**src/rtl/ps2_host_tx.sv**
```systemverilog
// PS/2 host-to-device transmitter: inhibits the bus, sends start/8 data/odd parity/stop
// on device-generated clock edges, then collects the device ACK through pull-low enables.
module ps2_host_tx #(
   parameter int INHIBIT_CYCLES = 5000,
   parameter int TIMEOUT_CYCLES = 750000,
   parameter int CNT_W          = 20
) (
   input  logic       clock,
   input  logic       reset,
   input  logic [7:0] tx_data,
   input  logic       tx_start,
   output logic       tx_busy,
   output logic       tx_done,
   output logic       tx_error,
   input  logic       ps2_clk_in,
   input  logic       ps2_dat_in,
   output logic       ps2_clk_oe,
   output logic       ps2_dat_oe
);

   // state     | meaning
   // IDLE      | both lines released, waiting for tx_start
   // INHIBIT   | clock held low for INHIBIT_CYCLES
   // START     | clock and data low (start bit) for one cycle
   // SEND      | clock released, data/parity/stop shifted on device falling edges
   // ACK       | waiting for the device ACK edge
   // WAIT_IDLE | waiting for both lines high before reporting
   typedef enum logic [2:0] {
      IDLE, INHIBIT, START, SEND, ACK, WAIT_IDLE
   } state_t;

   localparam logic [CNT_W-1:0] INH_LOAD = CNT_W'(INHIBIT_CYCLES - 1);
   localparam logic [CNT_W-1:0] TO_LOAD  = CNT_W'(TIMEOUT_CYCLES - 1);

   state_t           state_q, state_d;
   logic [CNT_W-1:0] cnt_q, cnt_d;
   logic [3:0]       bit_q, bit_d;
   logic [8:0]       shift_q, shift_d;
   logic             nack_q, nack_d;
   logic             clk_oe_q, clk_oe_d;
   logic             dat_oe_q, dat_oe_d;
   logic             busy_q, busy_d;
   logic             done_q, done_d;
   logic             error_q, error_d;
   logic             clk_s1_q, clk_s2_q, clk_s3_q;
   logic             dat_s1_q, dat_s2_q;
   logic             fall;

   assign fall = clk_s3_q & ~clk_s2_q;

   always_comb begin
      state_d  = state_q;
      cnt_d    = cnt_q;
      bit_d    = bit_q;
      shift_d  = shift_q;
      nack_d   = nack_q;
      clk_oe_d = clk_oe_q;
      dat_oe_d = dat_oe_q;
      done_d   = 1'b0;
      error_d  = 1'b0;
      case (state_q)
         IDLE: begin
            clk_oe_d = 1'b0;
            dat_oe_d = 1'b0;
            // the cycle carrying a done/error pulse may not accept a new byte
            if (tx_start && !done_q && !error_q) begin
               shift_d  = {~^tx_data, tx_data};
               cnt_d    = INH_LOAD;
               clk_oe_d = 1'b1;
               state_d  = INHIBIT;
            end
         end
         INHIBIT: begin
            if (cnt_q == '0) begin
               dat_oe_d = 1'b1;
               state_d  = START;
            end else begin
               cnt_d = cnt_q - 1'b1;
            end
         end
         START: begin
            clk_oe_d = 1'b0;
            cnt_d    = TO_LOAD;
            bit_d    = 4'd0;
            nack_d   = 1'b0;
            state_d  = SEND;
         end
         SEND, ACK, WAIT_IDLE: begin
            if (fall) begin
               cnt_d = TO_LOAD;
            end else if (cnt_q != '0) begin
               cnt_d = cnt_q - 1'b1;
            end
            if (!fall && cnt_q == '0) begin
               clk_oe_d = 1'b0;
               dat_oe_d = 1'b0;
               error_d  = 1'b1;
               state_d  = IDLE;
            end else begin
               case (state_q)
                  SEND: begin
                     if (fall) begin
                        bit_d = bit_q + 4'd1;
                        if (bit_q == 4'd9) begin
                           dat_oe_d = 1'b0;
                           state_d  = ACK;
                        end else begin
                           dat_oe_d = ~shift_q[0];
                           shift_d  = {1'b0, shift_q[8:1]};
                        end
                     end
                  end
                  ACK: begin
                     if (fall) begin
                        nack_d  = dat_s2_q;
                        state_d = WAIT_IDLE;
                     end
                  end
                  default: begin
                     if (clk_s2_q && dat_s2_q) begin
                        done_d  = ~nack_q;
                        error_d = nack_q;
                        state_d = IDLE;
                     end
                  end
               endcase
            end
         end
         default: begin
            clk_oe_d = 1'b0;
            dat_oe_d = 1'b0;
            state_d  = IDLE;
         end
      endcase
      busy_d = (state_d != IDLE);
   end

   always_ff @(posedge clock) begin
      if (reset) begin
         state_q  <= IDLE;
         cnt_q    <= '0;
         bit_q    <= '0;
         shift_q  <= '0;
         nack_q   <= 1'b0;
         clk_oe_q <= 1'b0;
         dat_oe_q <= 1'b0;
         busy_q   <= 1'b0;
         done_q   <= 1'b0;
         error_q  <= 1'b0;
         clk_s1_q <= 1'b1;
         clk_s2_q <= 1'b1;
         clk_s3_q <= 1'b1;
         dat_s1_q <= 1'b1;
         dat_s2_q <= 1'b1;
      end else begin
         state_q  <= state_d;
         cnt_q    <= cnt_d;
         bit_q    <= bit_d;
         shift_q  <= shift_d;
         nack_q   <= nack_d;
         clk_oe_q <= clk_oe_d;
         dat_oe_q <= dat_oe_d;
         busy_q   <= busy_d;
         done_q   <= done_d;
         error_q  <= error_d;
         clk_s1_q <= ps2_clk_in;
         clk_s2_q <= clk_s1_q;
         clk_s3_q <= clk_s2_q;
         dat_s1_q <= ps2_dat_in;
         dat_s2_q <= dat_s1_q;
      end
   end

   assign tx_busy    = busy_q;
   assign tx_done    = done_q;
   assign tx_error   = error_q;
   assign ps2_clk_oe = clk_oe_q;
   assign ps2_dat_oe = dat_oe_q;

endmodule
```
**config.mk**
```make
export PLATFORM = sky130hd
export DESIGN_NAME = ps2_host_tx
export DESIGN_NICKNAME = d
export VERILOG_FILES = /design/src/rtl/ps2_host_tx.sv
export SDC_FILE = /design/constraint.sdc
export NUM_CORES = 1
export LEC_CHECK = 0
export ABC_AREA = 1
export ABC_CLOCK_PERIOD_IN_PS = 1800
export BUFFER_PORTS_ARGS = -buffer_cell sky130_fd_sc_hd__buf_2
export CAP_MARGIN = 30
export CORE_ASPECT_RATIO = 0.75
export CORE_MARGIN = 2
export CORE_UTILIZATION = 40
export DETAILED_ROUTE_END_ITERATION = 12
export HOLD_SLACK_MARGIN = 0.03
export PLACE_DENSITY_LB_ADDON = 0.08
export SYNTH_ARGS = -nofsm -noshare
export SYNTH_HDL_FRONTEND = slang
export SYNTH_SLANG_ARGS = --single-unit
```
**constraint.sdc**
```tcl
create_clock -name clock -period 1.8 [get_ports clock]
set_input_delay 0.18 -clock clock [delete_from_list [all_inputs] [get_ports clock]]
set_output_delay 0.18 -clock clock [all_outputs]
set_load 0.03 [all_outputs]
```
Word level (Yosys, flattened, before mapping)
Cells that the tools add are included.
{"block": "word_totals", "input_bits": 13, "elab_cells": 108, "ff_bits": 47}
{"block": "op_classes", "add_sub_neg": 2, "n_bitwise": 8, "n_reduce_logical": 25, "eq_ne": 18, "muxes": 40}
{"op": "two-way mux 20 bit", "n": 4}
{"op": "case mux 20 bit (4 select lines)", "n": 1}
{"op": "two-way mux 9 bit", "n": 5}
{"op": "two-way mux 3 bit", "n": 7}
{"op": "logical NOT 20 bit", "n": 1}
{"op": "nonzero test 20 bit", "n": 1}
{"op": "subtractor 20 x 1 -> 20 bit, second input constant", "n": 1}
{"op": "inequality test 2 bit, second input constant", "n": 9}
{"op": "case mux 9 bit (2 select lines)", "n": 1}
{"op": "AND reduction 4 bit", "n": 4}
{"op": "two-way mux 1 bit", "n": 13}
{"op": "two-way mux 4 bit", "n": 3}
{"op": "case mux 3 bit (4 select lines)", "n": 1}
{"op": "inequality test 3 bit, second input constant", "n": 3}
{"op": "case mux 4 bit (2 select lines)", "n": 1}
{"op": "XNOR reduction 8 bit", "n": 1}
{"op": "inverter 1 bit", "n": 7}
{"op": "equality test 3 x 2 -> 1 bit, second input constant", "n": 2}
{"op": "equality test 3 bit, second input constant", "n": 2}
{"op": "case mux 1 bit (3 select lines)", "n": 2}
{"op": "case mux 3 bit (2 select lines)", "n": 1}
{"op": "AND reduction 6 bit", "n": 1}
{"op": "OR reduction 6 bit", "n": 1}
{"op": "adder 4 x 1 -> 4 bit, second input constant", "n": 1}
{"op": "13 further kinds", "n": 20}

Depth between registers and ports, before layout
Gate-level depths: netlist (run 1).
{"block": "depth", "depth_word": 7, "mapped_depth": 13, "mapped_depth_nobuf": 13}

Least setup slack after synthesis (run 1)
No wires, ideal clock.
{"block": "synth_timing", "kind": "register to register", "startpoint": "register cnt_q[0]", "endpoint": "register cnt_q[18]", "synth_period_minus_slack_ns": 1.600, "setup_ns": 0.115, "n_path_buf": 1, "arrival_ns": 1.485, "stages_incl_launch_ff": 11, "setup_slack_ns": 0.200, "cell_sequence": "dfxtp_1 -> inv_1 -> ha_1 -> nand2_1 -> nor2_2 -> nand4_1 -> nand2_1 -> nand2_4 -> buf_4 -> a21oi_1 -> nor2_1"}
{"block": "synth_via", "elab_chain_len": 4, "word_cells_on_any_way": 10, "classes_between": "add/sub: 1; eq/ne: 2; mux: 4; reduce/logical: 3"}
{"element": "from (decl)", "line_no": "36", "rtl": "logic [CNT_W-1:0] cnt_q, cnt_d;"}
{"element": "from (signal assigned)", "line_no": "157", "rtl": "cnt_q <= cnt_d;"}
{"element": "subtractor 20 x 1 -> 20 bit", "line_no": "78, 92"}
{"element": "two-way mux 20 bit", "line_no": "91", "rtl": "end else if (cnt_q != '0) begin"}
{"element": "two-way mux 20 bit", "line_no": "89", "rtl": "if (fall) begin"}
{"element": "case mux 20 bit (4 select lines)", "line_no": "61", "rtl": "case (state_q)"}
Parallel ways exist; a longest one is shown, timed or not. The select of a mux whose other input is x is not followed.
A chain may end at the register's enable or synchronous reset.

Worst setup path after layout (run 1)
{"block": "layout_timing", "startpoint": "register cnt_q[4]", "endpoint": "register cnt_q[2]"}
{"block": "layout_via", "elab_chain_len": 3, "word_cells_on_any_way": 5, "classes_between": "eq/ne: 2; reduce/logical: 3"}
{"element": "nonzero test 20 bit or logical NOT 20 bit (tied branches)", "line_no": "91, 74"}
{"element": "inequality test 3 bit (no line) or inequality test 2 bit (tied branches)"}
{"element": "AND reduction 4 bit (no line) *"}
Mark *: on every way between the ends. The rest lies on a longest branch, timed or not.

==> results of run 1 <==
through the flow:
stage	area [µm²]	total power [mW]	worst slack (ns)	TNS, ns	util [%]
final	3220	2.65	0.112	0	47.8
after global routing	3220	2.81	-0.00186	-0.00186	47.8
after CTS	3180	2.64	0.00203	0	47.2
after detailed placement	3060	1.81	0.0265	0	45.4
after global placement	3060	1.82	-0.00606	-0.0112	45.4
after floorplan	2750	1.62	0.200	0	-
worst paths after layout:
path              cells past startpoint                   from               endpoint  slack (ns)
setup / recovery                      8  cnt_q[4]$_SDFFE_PP0P_  cnt_q[2]$_SDFFE_PP0P_        0.11
hold / removal                        2             ps2_dat_in    dat_s1_q$_SDFF_PP1_        0.04
setup reg to reg                      8  cnt_q[4]$_SDFFE_PP0P_  cnt_q[2]$_SDFFE_PP0P_        0.11
hold reg to reg                       1    clk_s1_q$_SDFF_PP1_    clk_s2_q$_SDFF_PP1_        0.42
synth_stat cells (all sizes together):
library cell    n
a211oi          1
o22ai           2
a21oi          24
or2             5
xor2            6
nand2         133
nand4           7
nor3b           1
buf             7
ha              3
inv            53
nor3            4
xnor2           6
dfxtp          47
a31oi           8
nand2b          1
nor4            1
clkbuf          4
and2            1
nand3          27
o21ai          27
nor2           67
what timing repair did:
action | CTS | global route
gates cloned | 0 | 2
setup endpoints to repair | 1 | 24
pin swaps | 0 | 3
gates resized for setup | 1 | 10
hold buffers | 0 | 0
logic make-up after synthesis:
group / after synthesis
DFF: 47
adders and majority gates: 3
and+or+nand+nor: 247
xor gates and xnor gates: 12
AOI/OAI and AO/OA: 62
buffers and inverters: 64
layer usage:
layer  vias up  wire length, µm  GRT usage (%)
met4         0              103           7.46
li1       1449                -              -
met5         -                0              0
met3         8              454           3.39
met1      1212             3930           30.3
met2        81             2690           27.3
registers in the layout, indices dropped and copies added (netlist names), 3 cells and up:
| name | cells |
|---|---|
| shift_q | 9 |
| cnt_q | 20 |
| state_q | 3 |
| bit_q | 4 |
power by group:
| group | total, mW | switching [mW] | internal, mW | leakage, nW |
|---|---|---|---|---|
| sequential | 1.17 | 0.0551 | 1.11 | 0.387 |
| combinational | 0.659 | 0.412 | 0.247 | 1.17 |
| clock | 0.824 | 0.402 | 0.422 | 0.0587 |
| total | 2.65 | 0.869 | 1.78 | 1.61 |
area by class of cell:
| class | instances | area, µm² | area share [%] |
|---|---|---|---|
| multi-input combinational | 326 | 1570 | 48.8 |
| timing repair buffer | 41 | 278 | 8.63 |
| sequential | 47 | 945 | 29.4 |
| inverter | 53 | 204 | 6.34 |
| clock inverter | 3 | 47.5 | 1.48 |
| tap | 84 | 105 | 3.27 |
| clock buffer | 5 | 68.8 | 2.14 |
worst max-delay path, stage by stage (launching register included):
cell     delay [ns]
dfxtp_1        0.32
nor2_1         0.23
nand2_1        0.16
nor2_4         0.18
nand4_1        0.11
nand2_2        0.15
nand2_2        0.18
o21ai_0        0.20
nor2_1         0.05
==> impl_metrics.json, run 1 <==
{
  "status": "complete, no violations",
  "insertedDiodeCount": 0,
  "synth_xor_xnor_area_share_pct": 3.82,
  "cts-root-buf": "clkbuf_8",
  "yosysWarnings": 0,
  "drt-pass1-iter-count": 5,
  "syn_to_final_growth_pct": 17.0,
  "ir_drop_v": 0.000379,
  "layout_common_cells": "nand2_1 (126), nor2_1 (63), inv_1 (49)",
  "ys_seq_area_share_pct": 34.2,
  "critical_path_required_ns": 2.01,
  "vias_per_cell": 4.92,
  "insertion_delay_ns": 0.31,
  "grt_pass1_wl_mm": 11.6,
  "antenna_found_initial": 0,
  "syn-instance-count": 435,
  "clock-sinks": 47,
  "start_util_pct": 40.9,
  "finalHoldViolations": 0,
  "yosysUniqueCellTypes": 31,
  "synth_top_area_share_pct": 34.2,
  "maxSlewHeadroom_pct": 74.5,
  "die_h_um": 75.8,
  "finalCriticalPeriod_ns": 1.69,
  "antenna_left": 0,
  "finalMaxSlewViolations": 0,
  "drive_gt1_share_pct": 16.8,
  "hold_ws_ns": 0.0448,
  "max_freq_mhz": 592,
  "power.density_mw_per_mm2": 824,
  "leakagePower_nw": 1.61,
  "die_x_um": 99.8,
  "synth_area_leaders": "dfxtp_1 (34%), nand2_1 (17%), nor2_1 (8.7%), inv_1 (6.7%), nand3_1 (4.9%)",
  "drtIter0Drc": 181,
  "synth-compound-area-share_pct": 12.5,
  "clk_path_buf_depth": 2,
  "rsz0062_at_grt": "true",
  "drv_cap": 0,
  "cts_tree": "built",
  "yosys.area_share.simple_pct": 38.2,
  "layout.cells.non_filler": 559,
  "ys_ff_latch": 47,
  "overflow": 0,
  "fin_crit_sh_pct": 93.8,
  "synth_area_leader_cell": "dfxtp_1",
  "wire_per_inst_um": 12.8,
  "dp_hpwl_mm": 5.39,
  "io_buffer_count": 17,
  "syn_avg_cell_area_um2": 6.33,
  "nets": 490,
  "synth-adder-area-share_pct": 1.36,
  "syn_area_mm2": 0.00275,
  "drc": 0,
  "grt_max_degree": 19,
  "cts_made_buffers": 5,
  "h-tree-depth": 2,
  "final_common_cell": "nand2_1",
  "globalplace.congestion": 0.949,
  "worst_pin_slew_ns": 0.381,
  "worst_clock_skew_ns": 0.00592,
  "place_inst": 549,
  "crit_type": "flip-flop to flip-flop",
  "fillers": 693,
  "std_cell_rows": 26,
  "synth_mux_area_share_pct": 0,
  "arrival_ns": 1.90,
  "crit_path_max_fanout": 9,
  "wirelength_mm": 7.18,
  "synth_nets": 451,
  "hold_path_class": "input port to flip-flop",
  "die-area_mm2": 0.00756,
  "post_cts_buffers": 0,
  "grt_usage_pct": 19.8,
  "boundaryPins": 18,
  "end_kind": "flip-flop",
  "setup_viol": 0,
  "worstSetupStartpointType": "flip-flop",
  "synth_top_family_by_area": "simple AND/OR/NAND/NOR gates",
  "clkTransAtPathRegs_ns": 0.10,
  "vias": 2750,
  "core_area_mm2": 0.00673,
  "grt_pass1_vias": 2353
}
(Power assumes the default switching activity.)
==> run 2: changes to the inputs <==
--- a/config.mk
+++ b/config.mk
@@ -14,7 +14,7 @@
 export CORE_UTILIZATION = 40
 export DETAILED_ROUTE_END_ITERATION = 12
 export HOLD_SLACK_MARGIN = 0.03
-export PLACE_DENSITY_LB_ADDON = 0.08
+export PLACE_DENSITY = 0.62
 export SYNTH_ARGS = -nofsm -noshare
 export SYNTH_HDL_FRONTEND = slang
 export SYNTH_SLANG_ARGS = --single-unit
==> run 2 against run 1 <==
Effect of this change:
- first-iteration DRC count is 49% higher
- via count is 3.3% higher
- die area stayed put
- clock-buffer cell count is 1 higher
- clock skew is 0.0061 ns higher
- wire length is 0.15% lower
- final cell count is 0.72% lower
- non-clock buffer count is 4 lower
==> impl_metrics.json, run 2 (synthesis results as in run 1) <==
{
  "status": "complete, no violations",
  "insertion_delay_ns": 0.31,
  "combPwrFrac_pct": 25.7,
  "postPlaceCellArea_mm2": 0.00301,
  "grt_use_met3_pct": 5.05,
  "crit_type": "flip-flop to flip-flop",
  "drv_cap": 0,
  "cts-root-buf": "clkbuf_8",
  "fin_crit_sh_pct": 94.1,
  "use_met2_pct": 26.7,
  "hold_path_class": "input port to flip-flop",
  "io_buffer_count": 17,
  "drive_gt1_share_pct": 16.3,
  "die_x_um": 99.8,
  "dp_hpwl_mm": 5.28,
  "wire_per_inst_um": 12.9,
  "fin_area_mm2": 0.00317,
  "die-area_mm2": 0.00756,
  "critical_path_required_ns": 2.01,
  "core_area_mm2": 0.00673,
  "top_usage_layer": "met1",
  "start_util_pct": 40.9,
  "drt-pass1-iter-count": 5,
  "antenna_found_initial": 0,
  "insertedDiodeCount": 0,
  "top_register": "cnt_q",
  "vias": 2842,
  "worstHoldPathCells": 2,
  "cts_made_buffers": 5,
  "overflow": 0,
  "fin_tns_setup_ns": 0,
  "std_cell_rows": 26,
  "max_freq_mhz": 590,
  "clk_path_buf_depth": 2,
  "h-tree-depth": 2,
  "grt_pass1_vias": 2381,
  "swShare_pct": 33.8,
  "die_h_um": 75.8,
  "setup_viol": 0,
  "worstSetupStartpointType": "flip-flop",
  "grt_max_degree": 23,
  "seqPwrFrac_pct": 46.6,
  "layout_common_cells": "nand2_1 (126), nor2_1 (62), inv_1 (49)",
  "finalHoldViolations": 0,
  "crit_path_max_fanout": 10,
  "largest_reg_flops": 20,
  "syn_to_final_growth_pct": 15.3,
  "grtUsageMet1_pct": 28.9,
  "wirelength_mm": 7.17,
  "ir_drop_v": 0.000339,
  "cts_tree": "built",
  "intPower_mw": 1.67,
  "grt_pass1_wl_mm": 11.3,
  "finalMaxSlewViolations": 0,
  "end_kind": "flip-flop",
  "leakagePower_nw": 1.58,
  "grt_usage_pct": 19.3,
  "drtIter0Drc": 269,
  "rr_worst_depth": 9,
  "final_common_cell": "nand2_1",
  "vias_per_cell": 5.12,
  "power_switching_mw": 0.850,
  "maxSlewHeadroom_pct": 55.7,
  "worst_pin_slew_ns": 0.664,
  "globalplace.congestion": 0.899,
  "boundaryPins": 18,
  "reg_top3": "cnt_q: 20 flops, shift_q: 9 flops, bit_q: 4 flops",
  "clkTransAtPathRegs_ns": 0.09,
  "power.density_mw_per_mm2": 793,
  "finalCriticalPeriod_ns": 1.69,
  "worst_clock_skew_ns": 0.0120,
  "drc": 0,
  "antenna_left": 0,
  "clock-sinks": 47,
  "arrival_ns": 1.90,
  "clkPwrFrac_pct": 27.7,
  "nets": 486
}
## run 2: cell count changes in the layout (fill, tap and decap cells not counted), moves of 2 or more
cell / delta
inv_6: -2
buf_4: -4
o21ai_0: -3
o21ai_1: +3
## run 2: layout make-up
type,count,area [µm²]
clock buffers,6,82.6
clock inverters,2,16.3
fillers,697,3560
inverters,53,201
multi-input cells,326,1570
flip-flops and latches,47,947
well taps,84,105
repair buffers,37,248
## run 2: final timing paths
kind / to / slack [ns] / startpoint
hold reg to reg: dat_s2_q$_SDFF_PP1_ / 0.42 / dat_s1_q$_SDFF_PP1_
setup / recovery: cnt_q[2]$_SDFFE_PP0P_ / 0.11 / cnt_q[0]$_SDFFE_PP0P_
setup reg to reg: cnt_q[2]$_SDFFE_PP0P_ / 0.11 / cnt_q[0]$_SDFFE_PP0P_
hold / removal: clk_s1_q$_SDFF_PP1_ / 0.04 / ps2_clk_in
## run 2: routing by layer
layer / wire length (µm) / up-vias / part of all wire (%)
met5: 0 / - / 0
met4: 101 / 0 / 1.4
met3: 619 / 14 / 8.6
met2: 2790 / 113 / 39
met1: 3670 / 1263 / 51
li1: - / 1452 / -
## run 2: power groups by stage
stage | clock [mW] | sequential, mW | combinational, mW
final | 0.698 | 1.17 | 0.646
after global placement | 0 | 1.19 | 0.594
after global routing | 0.754 | 1.18 | 0.724
after detailed placement | 0 | 1.19 | 0.598
after floorplan | 0 | 1.19 | 0.431
after CTS | 0.710 | 1.17 | 0.603
## run 2: what timing repair did
action                                  4_1_cts  5_1_grt
hold buffers                                  0        0
pin swaps                                     0        4
gates resized for setup                       3       12
endpoints found under the setup margin       19       28
gates cloned                                  0        2
setup buffers                                 0        3
## run 2: per-stage QoR
| stage | util [%] | worst slack, ns | std cells | hold slack, ns | power [mW] |
|---|---|---|---|---|---|
| floorplan | - | 0.200 | 435 | 0.284 | 1.62 |
| global placement | 44.7 | -0.0142 | 542 | 0.366 | 1.78 |
| detailed placement | 44.7 | -0.0667 | 542 | 0.365 | 1.79 |
| CTS | 46.2 | 0.0172 | 550 | 0.0393 | 2.48 |
| global route | 47.1 | -0.0125 | 555 | 0.0388 | 2.66 |
| finish | 47.1 | 0.106 | 555 | 0.0414 | 2.52 |
## run 2: critical path, cell delays in order (launching register included)
cell and delay [ns]:
dfxtp_1 0.33, inv_1 0.10, ha_2 0.20, nand2_2 0.08, nor2_4 0.14, nand4_1 0.14
nand2_2 0.18, nand2_2 0.19, o21ai_1 0.19, nor2_1 0.05
==> run 3: changes to the inputs <==
--- a/config.mk
+++ b/config.mk
@@ -6,7 +6,7 @@
 export NUM_CORES = 1
 export LEC_CHECK = 0
 export ABC_AREA = 1
-export ABC_CLOCK_PERIOD_IN_PS = 1800
+export ABC_CLOCK_PERIOD_IN_PS = 1500
 export BUFFER_PORTS_ARGS = -buffer_cell sky130_fd_sc_hd__buf_2
 export CAP_MARGIN = 30
 export CORE_ASPECT_RATIO = 0.75
@@ -14,7 +14,7 @@
 export CORE_UTILIZATION = 40
 export DETAILED_ROUTE_END_ITERATION = 12
 export HOLD_SLACK_MARGIN = 0.03
-export PLACE_DENSITY = 0.62
+export PLACE_DENSITY = 0.64
 export SYNTH_ARGS = -nofsm -noshare
 export SYNTH_HDL_FRONTEND = slang
 export SYNTH_SLANG_ARGS = --single-unit
==> constraint.sdc (replaced) <==
create_clock -name clock -period 1.5 [get_ports clock]
set_input_delay 0.15 -clock clock [delete_from_list [all_inputs] [get_ports clock]]
set_output_delay 0.15 -clock clock [all_outputs]
set_load 0.03 [all_outputs]
==> run 3 against run 2 <==
Effect of this change:
- the run now ends with setup timing left
- die area is the same
- combinational power grew 100%
- register-to-register slack lost 0.17 ns
- via count grew 10%
- sequential share of layout area shrank 6.7 points
- setup slack lost 0.17 ns
- non-clock buffer count grew 73
- critical path type unchanged
- critical endpoint is now cnt_q[9]$_SDFFE_PP0P_
- highest routed layer unchanged
==> impl_metrics.json, run 3 (synthesis results as in run 1) <==
{
  "rsz0062_at_grt": "true",
  "vias": 3140,
  "drt-pass1-iter-count": 4,
  "insertedDiodeCount": 0,
  "multiInputGateArea_mm2": 0.00191,
  "worst_clock_skew_ns": 0.00958,
  "die_x_um": 99.8,
  "drtIter0Drc": 194,
  "hold_path_class": "input port to flip-flop",
  "start_util_pct": 40.9,
  "min_from": "tx_data[2]",
  "cts-root-buf": "clkbuf_8",
  "largest_reg_flops": 20,
  "final_common_cell": "nand2_1",
  "top_register": "cnt_q",
  "clk_path_buf_depth": 2,
  "grt_pass1_wl_mm": 12.5,
  "layout.cells.non_filler": 626,
  "clock-sinks": 47,
  "regArea_um2": 961,
  "die_h_um": 75.8,
  "boundaryPins": 18,
  "power.density_mw_per_mm2": 851,
  "overflow": 0,
  "antenna_found_initial": 0,
  "grt_max_degree": 20,
  "layout_setup_ws_ns": -0.0673,
  "finalCriticalPeriod_ns": 1.57,
  "ir_drop_v": 0.000505,
  "vias_per_cell": 5.02,
  "drc": 0,
  "wirelength_mm": 8.65,
  "crit_type": "flip-flop to flip-flop",
  "fillers": 576,
  "fin_crit_sh_pct": 104,
  "grt_pass1_vias": 2749,
  "crit_path_max_fanout": 10,
  "clkTransAtPathRegs_ns": 0.11,
  "drv_cap": 0,
  "h-tree-depth": 2,
  "finalHoldViolations": 0,
  "reg2reg_to": "cnt_q[9]$_SDFFE_PP0P_",
  "cts_made_buffers": 5,
  "leakagePower_nw": 2.06,
  "die-area_mm2": 0.00756,
  "finalMaxSlewViolations": 0,
  "end_kind": "flip-flop",
  "reg_top3": "cnt_q: 20 flops, shift_q: 9 flops, bit_q: 4 flops",
  "dp_hpwl_mm": 5.70,
  "critical_path_required_ns": 1.74,
  "violations": "setup timing",
  "std_cell_rows": 26,
  "grt_usage_pct": 21.2,
  "whs_endpoint": "shift_q[2]$_SDFFE_PP0P_",
  "antenna_left": 0,
  "setup_viol": 20,
  "r2r-start": "state_q[2]$_SDFF_PP0_",
  "globalplace.congestion": 0.885,
  "core_area_mm2": 0.00673,
  "rr_worst_depth": 13,
  "syn_to_final_growth_pct": 51.1,
  "worstHoldPathCells": 3,
  "worstSetupStartpointType": "flip-flop",
  "max_freq_mhz": 638,
  "drive_gt1_share_pct": 43.4,
  "io_buffer_count": 17,
  "cts_tree": "built",
  "nets": 557,
  "fin_tns_setup_ns": -0.663,
  "worst_pin_slew_ns": 0.334,
  "maxSlewHeadroom_pct": 77.7,
  "status": "finished, violations left",
  "arrival_ns": 1.81,
  "wire_per_inst_um": 13.8,
  "layout_common_cells": "nand2_1 (101), buf_4 (80), inv_1 (39)",
  "p_total_mw": 3.54,
  "insertion_delay_ns": 0.31,
  "reg2reg_setup_slack_ns": -0.07,
  "place_inst": 603
}
[run 3: changes by cell type in the layout (fill, tap and decap cells not counted), moves of 9 or more]
cell     change
nor2_1      -25
o21ai_1     +10
buf_4       +61
nor2_4      +10
dfxtp_1      -9
o21ai_0     -13
inv_1       -10
nand2_1     -25
nor2_2      +15
nand2_2     +17
[run 3: where the power goes]
part	internal [mW]	switching [mW]
registers	1.34	0.0537
clock network	0.344	0.507
logic	0.592	0.704
[run 3: how the worst max path moves through the flow]
stage / slack (ns) / endpoint / start / depth (start not counted)
after floorplan: 0.007 / cnt_q[13]$_SDFFE_PP0P_ / state_q[0]$_SDFF_PP0_ / 12
after global placement: -0.12 / cnt_q[3]$_SDFFE_PP0P_ / state_q[2]$_SDFF_PP0_ / 12
after detailed placement: -0.12 / cnt_q[3]$_SDFFE_PP0P_ / state_q[2]$_SDFF_PP0_ / 12
after CTS: -0.02 / ps2_dat_oe$_SDFFE_PP0P_ / cnt_q[1]$_SDFFE_PP0P_ / 10
after global routing: -0.15 / cnt_q[9]$_SDFFE_PP0P_ / cnt_q[5]$_SDFFE_PP0P_ / 9
final: -0.07 / cnt_q[9]$_SDFFE_PP0P_ / state_q[2]$_SDFF_PP0_ / 13
[run 3: layout make-up]
class | count | share of cell area (%)
Timing Repair Buffer | 110 | 21.0
Clock inverter | 3 | 0.632
Tap cell | 84 | 2.53
Multi-Input combinational cell | 324 | 46.0
Sequential cell | 47 | 23.1
Clock buffer | 5 | 1.66
Inverter | 53 | 5.03
[run 3: layer usage]
metal	GRT usage [%]	vias to the layer above	wire length, µm
met5	0	-	0
met4	4.26	0	118
met3	4.40	12	494
met2	35.2	74	3970
met1	29.0	1463	4060
li1	-	1591	-
[run 3: stage by stage]
stage | worst slack, ns | cell area [µm²] | utilization (%) | hold slack [ns]
2_1_floorplan | 0.00701 | 2780 | - | 0.254
3_3_place_gp | -0.116 | 3500 | 52.0 | 0.334
3_5_place_dp | -0.125 | 3500 | 52.0 | 0.336
4_1_cts | -0.0165 | 3760 | 55.9 | 0.103
5_1_grt | -0.152 | 4160 | 61.7 | 0.0994
6_report | -0.0673 | 4160 | 61.7 | 0.103
[run 3: timing repair]
action	in CTS	in global routing
pin swaps	10	21
endpoints found under the setup margin	36	40
resized for setup	43	103
cloned	0	2
buffers inserted	4	7
endpoints found under the hold margin	2	0
hold buffers	2	0
[run 3: worst max-delay path, stage by stage, from the launching register on]
cell     delay [ns]
dfxtp_4        0.40
inv_4          0.06
nand2_4        0.08
inv_4          0.05
nor2_8         0.12
nand2_4        0.09
nand2_4        0.07
inv_2          0.04
nand2_2        0.08
nand2_4        0.10
buf_12         0.16
nand2_1        0.05
nor2_1         0.04
nor2_1         0.14
